## config.mk

```make
export PLATFORM = sky130hd
export DESIGN_NAME = io_bus_responder_flat
export DESIGN_NICKNAME = d
export VERILOG_FILES = /design/src/rtl/io_bus_responder_pkg.sv /design/src/rtl/io_bus_responder_if.sv /design/src/rtl/uart_tx_fifo.sv /design/src/rtl/io_bus_responder.sv /design/src/flat_wrapper.sv
export SDC_FILE = /design/constraint.sdc
export NUM_CORES = 1
export LEC_CHECK = 0
export BUFFER_PORTS_ARGS = -buffer_cell sky130_fd_sc_hd__clkbuf_2
export CAP_MARGIN = 0
export CELL_PAD_IN_SITES_DETAIL_PLACEMENT = 1
export CELL_PAD_IN_SITES_GLOBAL_PLACEMENT = 2
export CORE_ASPECT_RATIO = 1.1
export CORE_MARGIN = 1.5
export CORE_UTILIZATION = 35
export CTS_CLUSTER_DIAMETER = 200
export DETAILED_ROUTE_END_ITERATION = 12
export PLACE_DENSITY = 0.91
export SETUP_SLACK_MARGIN = 0.5
export SYNTH_ARGS = -nofsm -noshare
export SYNTH_HDL_FRONTEND = slang
export SYNTH_HIERARCHICAL = 1
export SYNTH_SLANG_ARGS = --single-unit
```

## constraint.sdc

```tcl
create_clock -name clk -period 6.2 [get_ports clk]
set_clock_uncertainty 0.05 [all_clocks]
set_input_delay 0.62 -clock clk [delete_from_list [all_inputs] [get_ports clk]]
set_output_delay 0.62 -clock clk [all_outputs]
set_load 0.005 [all_outputs]
```

## src/rtl/io_bus_responder_pkg.sv

```systemverilog
// Shared constants and types for the RISC-V I/O responder: register map,
// status bit layout and the UART transmit state encoding.
package riscv_io_pkg;

    localparam int IO_SEL_BIT = 22;

    localparam logic [1:0] LEDS_OFF        = 2'd0;
    localparam logic [1:0] UART_DATA_OFF   = 2'd1;
    localparam logic [1:0] UART_STATUS_OFF = 2'd2;

    localparam int ST_FULL    = 0;
    localparam int ST_BUSY    = 1;
    localparam int ST_CNT_LSB = 2;
    localparam int ST_OVF     = 5;

    typedef enum logic [1:0] {IDLE, START, DATA, STOP} tx_state_t;

    // Status reports at most 7 entries even for deeper FIFOs.
    function automatic logic [2:0] sat3(input logic [31:0] c);
        return (c > 32'd7) ? 3'd7 : c[2:0];
    endfunction

endpackage

```

## src/rtl/io_bus_responder_if.sv

```systemverilog
// Core data-memory port as seen by the I/O responder.
interface io_bus_if;
    logic [31:0] addr;
    logic [31:0] memWdata;
    logic [3:0]  memWMask;
    logic [31:0] ioRdata;
    logic        ioSel;

    modport master (output addr, memWdata, memWMask, input ioRdata, ioSel);
    modport slave  (input addr, memWdata, memWMask, output ioRdata, ioSel);
endinterface

```

## src/rtl/uart_tx_fifo.sv

```systemverilog
// Byte FIFO feeding the UART transmitter; a push into a full FIFO is
// accepted when a pop happens in the same cycle.
module uart_tx_fifo #(
    parameter int DEPTH = 4,
    parameter int W     = 8,
    localparam int PW   = $clog2(DEPTH),
    localparam int CW   = PW + 1
) (
    input  logic          clk,
    input  logic          reset,
    input  logic          push_i,
    input  logic [W-1:0]  din_i,
    input  logic          pop_i,
    output logic [W-1:0]  dout_o,
    output logic          full_o,
    output logic          empty_o,
    output logic [CW-1:0] count_o
);
    logic [W-1:0]  mem_q [DEPTH];
    logic [PW-1:0] wr_q, rd_q;
    logic [CW-1:0] cnt_q;
    logic          do_push, do_pop;

    assign do_pop  = pop_i && !empty_o;
    assign do_push = push_i && (!full_o || do_pop);

    always_ff @(posedge clk or posedge reset) begin
        if (reset) begin
            wr_q  <= '0;
            rd_q  <= '0;
            cnt_q <= '0;
        end else begin
            if (do_push) wr_q <= wr_q + 1'b1;
            if (do_pop)  rd_q <= rd_q + 1'b1;
            if (do_push && !do_pop)      cnt_q <= cnt_q + 1'b1;
            else if (!do_push && do_pop) cnt_q <= cnt_q - 1'b1;
        end
    end

    always_ff @(posedge clk) begin
        if (do_push) mem_q[wr_q] <= din_i;
    end

    assign dout_o  = mem_q[rd_q];
    assign full_o  = (cnt_q == CW'(DEPTH));
    assign empty_o = (cnt_q == '0);
    assign count_o = cnt_q;
endmodule

```

## src/rtl/io_bus_responder.sv

```systemverilog
// Memory-mapped I/O responder: LED register, UART TX FIFO and an 8N1
// transmitter. Read data is combinational from registered state.
module io_bus_responder
    import riscv_io_pkg::*;
#(
    parameter int CLKS_PER_BIT = 868,
    parameter int FIFO_DEPTH   = 4
) (
    input  logic       clk,
    input  logic       reset,
    io_bus_if.slave    bus,
    output logic [4:0] leds,
    output logic       uartTxd
);
    localparam int BCW = $clog2(CLKS_PER_BIT);
    localparam int FCW = $clog2(FIFO_DEPTH) + 1;
    localparam logic [BCW-1:0] BAUD_LOAD = BCW'(CLKS_PER_BIT - 1);

    logic [1:0]     off;
    logic           wr, push_req, pop;
    logic           full, empty;
    logic [FCW-1:0] count;
    logic [7:0]     fifo_dout;
    logic [5:0]     status;
    logic [31:0]    rdata;

    logic [4:0]     leds_q, leds_d;
    logic           ovf_q, ovf_d;
    tx_state_t      state_q;
    logic [BCW-1:0] baud_q;
    logic [2:0]     bit_q;
    logic [7:0]     shift_q;
    logic           txd_q;

    assign bus.ioSel = bus.addr[IO_SEL_BIT];
    assign off       = bus.addr[3:2];
    assign wr        = bus.ioSel & bus.memWMask[0];
    assign push_req  = wr && (off == UART_DATA_OFF);
    assign pop       = (state_q == IDLE) && !empty;

    uart_tx_fifo #(.DEPTH(FIFO_DEPTH), .W(8)) u_fifo (
        .clk     (clk),
        .reset   (reset),
        .push_i  (push_req),
        .din_i   (bus.memWdata[7:0]),
        .pop_i   (pop),
        .dout_o  (fifo_dout),
        .full_o  (full),
        .empty_o (empty),
        .count_o (count)
    );

    always_comb begin
        leds_d = leds_q;
        ovf_d  = ovf_q;
        if (wr && off == LEDS_OFF) leds_d = bus.memWdata[4:0];
        // A coinciding pop frees a slot, so only a true full drop is sticky.
        if (push_req && full && !pop) ovf_d = 1'b1;
        if (wr && off == UART_STATUS_OFF) ovf_d = 1'b0;
    end

    always_comb begin
        status                       = '0;
        status[ST_FULL]              = full;
        status[ST_BUSY]              = (state_q != IDLE);
        status[ST_CNT_LSB +: 3]      = sat3(32'(count));
        status[ST_OVF]               = ovf_q;
        rdata = '0;
        if (bus.ioSel) begin
            case (off)
                LEDS_OFF:        rdata = {27'b0, leds_q};
                UART_STATUS_OFF: rdata = {26'b0, status};
                default:         rdata = '0;
            endcase
        end
    end

    assign bus.ioRdata = rdata;

    always_ff @(posedge clk or posedge reset) begin
        if (reset) begin
            leds_q  <= '0;
            ovf_q   <= 1'b0;
            state_q <= IDLE;
            baud_q  <= '0;
            bit_q   <= '0;
            shift_q <= '0;
            txd_q   <= 1'b1;
        end else begin
            leds_q <= leds_d;
            ovf_q  <= ovf_d;
            case (state_q)
                IDLE: begin
                    txd_q <= 1'b1;
                    if (pop) begin
                        shift_q <= fifo_dout;
                        baud_q  <= BAUD_LOAD;
                        txd_q   <= 1'b0;
                        state_q <= START;
                    end
                end
                START: begin
                    if (baud_q == '0) begin
                        baud_q  <= BAUD_LOAD;
                        bit_q   <= '0;
                        txd_q   <= shift_q[0];
                        state_q <= DATA;
                    end else begin
                        baud_q <= baud_q - 1'b1;
                    end
                end
                DATA: begin
                    if (baud_q == '0) begin
                        baud_q <= BAUD_LOAD;
                        if (bit_q == 3'd7) begin
                            txd_q   <= 1'b1;
                            state_q <= STOP;
                        end else begin
                            shift_q <= shift_q >> 1;
                            bit_q   <= bit_q + 1'b1;
                            txd_q   <= shift_q[1];
                        end
                    end else begin
                        baud_q <= baud_q - 1'b1;
                    end
                end
                STOP: begin
                    if (baud_q == '0) state_q <= IDLE;
                    else              baud_q  <= baud_q - 1'b1;
                end
                default: state_q <= IDLE;
            endcase
        end
    end

    assign leds    = leds_q;
    assign uartTxd = txd_q;
endmodule

```

## src/flat_wrapper.sv

```systemverilog
// flat-port wrapper written by rule: the top's interface ports become plain ports
module io_bus_responder_flat import riscv_io_pkg::*;
#(
    parameter int CLKS_PER_BIT = 868,
    parameter int FIFO_DEPTH   = 4
)
  (clk, reset, leds, uartTxd, bus_addr, bus_memWdata, bus_memWMask, bus_ioRdata, bus_ioSel);
  io_bus_if bus_i ();
  input  logic clk;
  input  logic reset;
  output logic [4:0] leds;
  output logic uartTxd;
  input wire logic [$bits(bus_i.addr)-1:0] bus_addr;
  input wire logic [$bits(bus_i.memWdata)-1:0] bus_memWdata;
  input wire logic [$bits(bus_i.memWMask)-1:0] bus_memWMask;
  output wire logic [$bits(bus_i.ioRdata)-1:0] bus_ioRdata;
  output wire logic [$bits(bus_i.ioSel)-1:0] bus_ioSel;
  assign bus_i.addr = bus_addr;
  assign bus_i.memWdata = bus_memWdata;
  assign bus_i.memWMask = bus_memWMask;
  assign bus_ioRdata = bus_i.ioRdata;
  assign bus_ioSel = bus_i.ioSel;
  io_bus_responder #(.CLKS_PER_BIT(CLKS_PER_BIT), .FIFO_DEPTH(FIFO_DEPTH)) u_core (.clk(clk), .reset(reset), .bus(bus_i), .leds(leds), .uartTxd(uartTxd));
endmodule
```

==> impl_metrics.ini <==
[run_status]
status = finished, final reports clean

[detailed_routing]
ant_nets = 0
wl_mm = 7.84
drt_drc_violations_left = 0
num_vias = 2431
drt-pass1-iter-count = 4
viasPerCell = 5.05
drtIter0Drc = 153
wl_per_cell_um = 16.3

[critical_path]
path_common_cell = inv_1
cp_data_required_time_ns = 6.40
cp.arrival_ns = 3.41
crit_type = reg -> reg
rr_worst_depth = 12
cp_max_fo = 22
regToRegEndpoint = u_core/u_fifo/count_o[2]
cp-start-kind = flop
path_cells = inv_1 > ha_1 > nand2b_1 > inv_1 > inv_1 > a21boi_4 > ha_1 > inv_1 > fa_1 > xor2_1 > nor2_1 > xor2_1
reg2reg_slack_ns = 2.99
cp-end-kind = flop
r2r-start = u_core/state_q[0]
worst_path_max_delay_cell = ha_1
critPathMaxStageDelay_ns = 0.69

[global_route]
use_met3 = 0.0329
overflow = 0
grt_pass1_wl_mm = 13.3
use_met1 = 0.187
antenna_found_initial = 0
grt_start_max_net_pins = 31
grt_pass1_vias = 2642
grt_util_met2 = 0.268
grt_usage = 0.154
grt.busiest_layer = met2

[sta]
fin_crit_sh = 0.518
period_needed_ns = 3.21
setup_violations = 0
slew_viol_final = 0
finalHoldViolations = 0
tns_ns = 0
rsz0062_at_grt = no
relSlewSlack = 0.349
clock.fmax_mhz = 311
tightest_slew_ns = 0.965

[logic_synthesis]
synth_top_area_share = 0.262
synth.area.top_cells = edfxtp_1 26%, dfrtp_1 25%, buf_4 5.5%, mux4_2 4.9%, ha_1 4.1%
yosysSeqAreaShare = 0.514
synth_top_cell_by_area = edfxtp_1
synthArstFlopShare = 0.536
ys_warn_count = 6
synthFlopType = dfrtp_1
synthCells = 307
yosysUniqueCellTypes = 56
ys_ff_latch = 69
avgSynthCellArea_um2 = 12.0
synth.most_common_cell = dfrtp_1
synth_edf_count = 32
yosys-top-cells-count = 36 x dfrtp_1, 32 x edfxtp_1, 27 x buf_4
syn_area_um2 = 3670

[power]
p_sw_frac = 0.384
irDropWorstVdd_v = 0.000218
p_sw_w = 0.000775
pwr-share-seq = 0.362
cellLeakagePower_nw = 1.68
power_density_nw_per_um2 = 490
comb_power_share = 0.393
power_frac_clock = 0.246
p_int_w = 0.00124

[layout]
diodes = 0
nets = 416
seqCellArea_um2 = 1890
fillers = 1121
drive_above_1_share = 0.234
final_area_um2 = 4120
multi_input_area_um2 = 1540
areaGrowthSynthToFinish_pct = 12.2

[floorplan]
num_io_pins = 109
initial_core_util = 0.357
die_height_um = 110
fp-row-count = 39
die_w_um = 101
core-area_um2 = 10300
dieArea_um2 = 11100

[hold_path]
hp-class = in -> async

[flow_run]
drv_cap = 0

[placement]
io_buffers = 26
place_hpwl_mm = 5.47
globalplace.congestion = 0.784
place_area_um2 = 3830

[clocking]
post_cts_resized = 0
cts_buffers = 9
cts_setup_buffers = 0
cts_tree = built
clk_pin_slew_worst_paths_ns = 0.06
holdBufCountCts = 0
cts.sinks = 69
cts_max_level = 3
cts_buffer_depth = 2
clk_latency_ns = 0.33
root_buffer = clkbuf_16
per-stage QoR:
stage | std cells | setup slack, ns | total power, W | hold WS, ns | util
after floorplan | 332 | 3.70 | 0.00134 | 0.373 | -
after global placement | 465 | 3.14 | 0.00147 | 0.445 | 0.372
after detailed placement | 465 | 3.03 | 0.00152 | 0.456 | 0.372
after CTS | 481 | 2.99 | 0.00204 | 0.164 | 0.400
after global routing | 481 | 2.69 | 0.00216 | 0.186 | 0.400
final | 481 | 2.99 | 0.00202 | 0.162 | 0.400
worst max-delay path, delay by kind of cell, from the launching register on:
| kind | cells | cell delay [ns] |
|---|---|---|
| xor gates and xnor gates | 2 | 0.34 |
| DFF | 1 | 0.42 |
| buffers and inverters | 4 | 0.41 |
| AOI/OAI and AO/OA | 1 | 0.25 |
| adders and majority gates | 3 | 1.31 |
| and+or+nand+nor | 2 | 0.34 |
layout by cell type, fill, tap and decap left out, drive strengths merged, types with 4 or more instances in the layout:
| cell | n |
|---|---|
| inv | 25 |
| or2 | 4 |
| o211ai | 4 |
| ha | 12 |
| nand2 | 8 |
| nor2 | 24 |
| nand2b | 4 |
| or3 | 5 |
| edfxtp | 32 |
| clkbuf | 35 |
| and2 | 4 |
| o21ai | 7 |
| mux2 | 9 |
| o22ai | 5 |
| xnor2 | 4 |
| mux4 | 8 |
| dfrtp | 36 |
| mux2i | 5 |
| nand3 | 8 |
| nor4 | 4 |
| a21oi | 14 |
| a31oi | 8 |
| conb | 26 |
| o221a | 9 |
sequential cells by signal, summed over array words and instances (netlist names):
register / cells
u_core/u_fifo/mem_q: 32
u_core/shift_q: 8
u_core/bit_q: 3
u_core/u_fifo/count_o: 3
u_core/leds: 5
u_core/uartTxd: 1
u_core/ovf_q: 1
u_core/u_fifo/rd_q: 2
u_core/u_fifo/wr_q: 2
u_core/baud_q: 10
u_core/state_q: 2
power by group through the flow:
stage	sequential (W)	clock (W)	combinational (W)
floorplan	0.000681	0	0.000660
global placement	0.000728	0	0.000743
detailed placement	0.000738	0	0.000787
CTS	0.000731	0.000512	0.000797
global route	0.000751	0.000525	0.000885
finish	0.000730	0.000496	0.000792
per-layer routing:
layer  vias up  share of wire
li1       1131              -
met1      1258           0.43
met2        38           0.53
met3         4          0.031
met4         0         0.0059
met5         -              0
area by class of cell:
| class | count | share of cell area |
|---|---|---|
| Clock buffer | 9 | 0.0547 |
| Clock inverter | 7 | 0.0158 |
| Timing Repair Buffer | 28 | 0.0352 |
| Sequential cell | 69 | 0.458 |
| Tap cell | 143 | 0.0434 |
| Inverter | 21 | 0.0191 |
| Multi-Input combinational cell | 204 | 0.373 |
logic make-up (layout without fill, tap and decap cells):
group           Yosys count  count (layout)  share of synthesized area
simple gates             78              78                      0.118
flops                    69              69                      0.514
compound gates           59              59                      0.123
buf+inv                  59              65                     0.0924
mux                      22              22                     0.0913
fa+ha+maj                13              13                     0.0464
xor+xnor                  6               6                     0.0143
other cells               1              26                    0.00102
how the worst max path moves through the flow:
stage	endpoint	depth (start not counted)	start	slack [ns]
after floorplan	u_core/u_fifo/count_o[2]	9	bus_addr[3]	3.70
after global placement	u_core/u_fifo/count_o[2]	12	u_core/state_q[0]	3.14
after detailed placement	u_core/u_fifo/count_o[2]	12	u_core/state_q[0]	3.03
after CTS	u_core/u_fifo/count_o[2]	12	u_core/state_q[0]	2.99
after global routing	u_core/u_fifo/count_o[2]	12	u_core/state_q[0]	2.69
final	u_core/u_fifo/count_o[2]	12	u_core/state_q[0]	2.99
(Power assumes the default switching activity.)
